[src/rtl/sum_window_acc_pkg.sv]
// Shared types and sizing helpers for the window accumulator and its downstream serialiser.
// No logic of its own.
// No flow control of its own.
package sum_window_acc_pkg;

  typedef enum logic {
    ACCUM = 1'b0,
    HOLD  = 1'b1
  } state_e;

  localparam int DATA_W_DEF = 8;
  localparam int WINDOW_DEF = 4;

  // Accumulator width that holds WINDOW full-scale samples without wrap.
  function automatic int acc_w(input int data_w, input int window);
    return data_w + $clog2(window);
  endfunction

endpackage

[src/rtl/sum_window_acc_if.sv]
// Sample-in / window-out port bundle of sum_window_acc. Wires only, so no latency.
// Both directions use valid/ready. flush travels with the input side.
interface sum_window_acc_if
  import sum_window_acc_pkg::*;
#(
  parameter int DATA_W = DATA_W_DEF,
  parameter int WINDOW = WINDOW_DEF
);
  localparam int ACC_W = acc_w(DATA_W, WINDOW);
  localparam int CNT_W = $clog2(WINDOW) + 1;

  logic [DATA_W-1:0] in_data;
  logic              in_valid;
  logic              in_ready;
  logic              flush;
  logic [ACC_W-1:0]  out_data;
  logic [CNT_W-1:0]  out_count;
  logic              out_valid;
  logic              out_ready;

  modport master (
    output in_data, in_valid, flush, out_ready,
    input  in_ready, out_data, out_count, out_valid
  );

  modport slave (
    input  in_data, in_valid, flush, out_ready,
    output in_ready, out_data, out_count, out_valid
  );

endinterface

[src/rtl/sum_window_acc.sv]
// Sums WINDOW samples, or fewer if flushed, and emits the total and count. Define SUM_WINDOW_ACC_AVERAGE_EN to emit the rounded mean on full windows.
// Latency: out_valid rises the cycle after the closing sample or flush.
// Backpressure: in_ready drops while a result waits in HOLD, giving at least one bubble per window.
module sum_window_acc
  import sum_window_acc_pkg::*;
#(
  parameter int DATA_W = DATA_W_DEF,
  parameter int WINDOW = WINDOW_DEF
) (
  input  logic             clk,
  input  logic             rst,
  sum_window_acc_if.slave  bus
);

  localparam int ACC_W = acc_w(DATA_W, WINDOW);
  localparam int CNT_W = $clog2(WINDOW) + 1;
  localparam logic [CNT_W-1:0] WINDOW_CNT = CNT_W'(WINDOW);

  state_e           state_q, state_d;
  logic [ACC_W-1:0] acc_q, acc_d;
  logic [CNT_W-1:0] cnt_q, cnt_d;
  logic [ACC_W-1:0] out_data_q, out_data_d;
  logic [CNT_W-1:0] out_count_q, out_count_d;

  logic [ACC_W-1:0] sum_in;
  logic [ACC_W-1:0] full_val;
  logic [CNT_W-1:0] cnt_inc;
  logic             accept;

  assign accept  = bus.in_valid && (state_q == ACCUM);
  assign sum_in  = acc_q + ACC_W'(bus.in_data);
  assign cnt_inc = cnt_q + 1'b1;

`ifdef SUM_WINDOW_ACC_AVERAGE_EN
  // Round-half-up mean. The added WINDOW/2 cannot overflow ACC_W.
  assign full_val = (sum_in + ACC_W'(WINDOW / 2)) >> $clog2(WINDOW);
`else
  assign full_val = sum_in;
`endif

  always_comb begin
    state_d     = state_q;
    acc_d       = acc_q;
    cnt_d       = cnt_q;
    out_data_d  = out_data_q;
    out_count_d = out_count_q;
    case (state_q)
      ACCUM: begin
        if (accept) begin
          acc_d = sum_in;
          cnt_d = cnt_inc;
          if (cnt_inc == WINDOW_CNT) begin
            out_data_d  = full_val;
            out_count_d = cnt_inc;
            state_d     = HOLD;
          end else if (bus.flush) begin
            out_data_d  = sum_in;
            out_count_d = cnt_inc;
            state_d     = HOLD;
          end
        end else if (bus.flush && (cnt_q != '0)) begin
          // A flush on an empty window is dropped, so no zero-count result is ever emitted.
          out_data_d  = acc_q;
          out_count_d = cnt_q;
          state_d     = HOLD;
        end
      end
      HOLD: begin
        if (bus.out_ready) begin
          acc_d   = '0;
          cnt_d   = '0;
          state_d = ACCUM;
        end
      end
      default: state_d = ACCUM;
    endcase
  end

  always_ff @(posedge clk) begin
    if (rst) begin
      state_q     <= ACCUM;
      acc_q       <= '0;
      cnt_q       <= '0;
      out_data_q  <= '0;
      out_count_q <= '0;
    end else begin
      state_q     <= state_d;
      acc_q       <= acc_d;
      cnt_q       <= cnt_d;
      out_data_q  <= out_data_d;
      out_count_q <= out_count_d;
    end
  end

  assign bus.in_ready  = (state_q == ACCUM);
  assign bus.out_valid = (state_q == HOLD);
  assign bus.out_data  = out_data_q;
  assign bus.out_count = out_count_q;

endmodule

[src/flat_wrapper.sv]
// flat-port wrapper written by rule: the top's interface ports become plain ports
module sum_window_acc_flat import sum_window_acc_pkg::*;
#(
  parameter int DATA_W = DATA_W_DEF,
  parameter int WINDOW = WINDOW_DEF
)
  (clk, rst, bus_in_data, bus_in_valid, bus_flush, bus_out_ready, bus_in_ready, bus_out_data, bus_out_count, bus_out_valid);
  sum_window_acc_if #(.DATA_W(DATA_W), .WINDOW(WINDOW)) bus_i ();
  input  logic clk;
  input  logic rst;
  input wire logic [$bits(bus_i.in_data)-1:0] bus_in_data;
  input wire logic [$bits(bus_i.in_valid)-1:0] bus_in_valid;
  input wire logic [$bits(bus_i.flush)-1:0] bus_flush;
  input wire logic [$bits(bus_i.out_ready)-1:0] bus_out_ready;
  output wire logic [$bits(bus_i.in_ready)-1:0] bus_in_ready;
  output wire logic [$bits(bus_i.out_data)-1:0] bus_out_data;
  output wire logic [$bits(bus_i.out_count)-1:0] bus_out_count;
  output wire logic [$bits(bus_i.out_valid)-1:0] bus_out_valid;
  assign bus_i.in_data = bus_in_data;
  assign bus_i.in_valid = bus_in_valid;
  assign bus_i.flush = bus_flush;
  assign bus_i.out_ready = bus_out_ready;
  assign bus_in_ready = bus_i.in_ready;
  assign bus_out_data = bus_i.out_data;
  assign bus_out_count = bus_i.out_count;
  assign bus_out_valid = bus_i.out_valid;
  sum_window_acc #(.DATA_W(DATA_W), .WINDOW(WINDOW)) u_core (.clk(clk), .rst(rst), .bus(bus_i));
endmodule
[config.mk]
export PLATFORM = sky130hd
export DESIGN_NAME = sum_window_acc_flat
export DESIGN_NICKNAME = d
export VERILOG_FILES = /design/src/rtl/sum_window_acc_pkg.sv /design/src/rtl/sum_window_acc_if.sv /design/src/rtl/sum_window_acc.sv /design/src/flat_wrapper.sv
export SDC_FILE = /design/constraint.sdc
export NUM_CORES = 1
export LEC_CHECK = 0
export BUFFER_PORTS_ARGS = -buffer_cell sky130_fd_sc_hd__buf_2
export CAP_MARGIN = 20
export CORE_MARGIN = 2
export CORE_UTILIZATION = 39
export DETAILED_ROUTE_END_ITERATION = 10
export SLEW_MARGIN = 0
export SYNTH_ARGS = -nofsm -noshare
export SYNTH_HDL_FRONTEND = slang
export SYNTH_SLANG_ARGS = --single-unit
[constraint.sdc]
create_clock -name clk -period 2.5 [get_ports clk]
set_input_delay 0.375 -clock clk [delete_from_list [all_inputs] [get_ports clk]]
set_output_delay 0.375 -clock clk [all_outputs]
set_load 0.01 [all_outputs]
==> results.tsv <==
metric	value	unit
outcome	completed	
synth_most_common_cell	dfxtp_1	
grt_pass1_vias	1456	
yosys.area.top_type_share	34.7	%
ant_nets	0	
min_from	bus_out_ready	
core-area	3740	um2
via_count	1427	
die_x	67.2	um
avgRoutedWirePerCell	13.5	um
die_area	4520	um2
synthArstFlopShare	0	%
startpoint	u_core.acc_q[0]$_SDFFE_PP0P_	
finalInstanceArea	1780	um2
p_per_area	630	nW/um2
syn_nets	213	
critPathCaptureType	register	
gp_congestion	0.802	
via_per_inst	5.47	
clk_pin_slew_worst_paths	0.09	ns
slew_headroom	45.6	%
fin_setup_tns	0	ns
syn-mean-instance-area	8.29	um2
num_antenna_cells	0	
final_nets	239	
cts_sinks	27	
htreeDepth	1	
synth_edf_count	0	
cts_root_buf	clkbuf_8	
synth_top_cell_by_area	dfxtp_1	
ys.flop_type	dfxtp_1	
portBuffers	27	
first_pass_iters	4	
cp-start-kind	register	
ys_ff_latch	27	
fillerInstances	386	
hold_violations	0	
p_leak	0.765	nW
post-dp-hpwl	2.60	mm
place_area	1740	um2
drv_slew	0	
synth_cells	188	
drc	0	
r2r-start	u_core.acc_q[0]$_SDFFE_PP0P_	
tightest_slew	0.815	ns
final.period_utilization	86.3	%
setup-violations-final	0	
cts_tree	done	
drive_gt1_share	19.2	%
synth_commonest_cells	27 x dfxtp_1, 26 x nand2_1, 24 x nor2_1, 19 x a21oi_1, 11 x ha_1	
holdBufCountCts	0	
grt.total_usage	17.6	%
grt_first_pass_wirelength	6.13	mm
grt_max_degree	28	
rows	22	
power	1.12	mW
yosysUniqueCellTypes	42	
syn-cell-area	1560	um2
skew	0.00154	ns
clk_path_buf_depth	2	
path_max_fanout	3	
path_class	register to register	
final_cells	261	
antenna_found_initial	0	
ioPinCount	28	
required	2.63	ns
dp_cells	257	
rsz0062_at_grt	false	
min_period	2.16	ns
area_growth	14.3	%
dp_slack	0.190	ns
ys_seq_area_share	34.7	%
vdd_drop_max	0.305	mV
cts-resized-gates	0	
numCtsBuffers	3	
fp.dieH	67.2	um
fin_ws	0.343	ns
routed_wl	3.53	mm
postCtsSetupBuffers	0	
grt-ovfl-total	0	
critical_path_arrival	2.29	ns
start_util	41.6	%
worstSkewPairLatency	0.27	ns
synth_warnings	0	
hp-class	input pin to register	
drt-initial-drc-count	83	
ff2ff_setup_slack	0.34	ns
synth_area_leaders	dfxtp_1 35%, ha_1 8.8%, nand2_1 6.3%	
maxCapViolCount	0	
max_freq	464	MHz
==> worst max-delay path: stages (launching register included) <==
cell	delay [ns]
dfxtp_1	0.33
ha_1	0.21
fa_1	0.44
a211oi_2	0.31
o21bai_1	0.14
and4b_1	0.22
nor3_1	0.24
a311oi_1	0.13
==> layer usage <==
metal	GRT usage (%)	wire [um]	up-vias
met5	0	0	-
met4	5.10	21	0
li1	-	-	727
met2	31.1	1680	32
met1	21.9	1670	666
met3	3.33	155	2
==> path summary, 6_finish.rpt <==
| check | to | depth (start not counted) |
|---|---|---|
| worst max-delay path | u_core.bus.out_data[6]$_SDFFE_PP0P_ | 7 |
| worst min-delay path | u_core.bus.out_valid$_SDFF_PP0_ | 4 |
| worst max register to register | u_core.bus.out_data[6]$_SDFFE_PP0P_ | 7 |
| worst min register to register | u_core.acc_q[2]$_SDFFE_PP0P_ | 2 |
==> flip-flops by register name (all words and copies together), names as in the netlist <==
signal and cells:
u_core.cnt_q 3, u_core.bus.out_count 3, u_core.acc_q 10, u_core.bus.out_data 10, u_core.bus.out_valid 1
==> final cells by class <==
class | count | area [um2] | area share (%)
tap | 48 | 60.1 | 3.37
timing repair buffer | 30 | 158 | 8.85
sequential | 27 | 541 | 30.4
clock buffer | 4 | 45.0 | 2.53
multi-input combinational | 143 | 943 | 53.0
inverter | 9 | 33.8 | 1.90
==> cells by family (layout without fill, tap and decap cells) <==
group,after synthesis,count (layout),share of synthesized area (%)
mux,2,2,1.29
flops,27,27,34.7
compound gates,54,54,26.4
fa+ha+maj,12,12,10.1
buf+inv,18,43,4.74
xor+xnor,3,3,1.69
simple gates,72,72,21.0
==> cells in the final DEF, fill, tap and decap left out, types with 3 or more instances in the layout <==
cell type / instances
buf_2: 27
dfxtp_1: 27
nand2_1: 26
nor2_1: 24
a21oi_1: 19
ha_1: 11
inv_1: 9
a311oi_1: 8
nor3_1: 5
o21ai_1: 3
a211oi_2: 3
a21o_1: 3
nand3_1: 3
clkbuf_8: 3
buf_4: 3
==> per-stage QoR <==
| step | util (%) | hold WS, ns |
|---|---|---|
| finish | 47.6 | 0.423 |
| global route | 47.6 | 0.437 |
| CTS | 47.6 | 0.409 |
| detailed placement | 46.4 | 0.469 |
| global placement | 46.4 | 0.457 |
| floorplan | - | 0.449 |
==> report_power, final <==
part	switching [mW]	internal, mW
Combinational	0.217	0.143
Clock	0.137	0.114
Sequential	0.0320	0.478
Total	0.386	0.735
(Power assumes the default switching activity.)
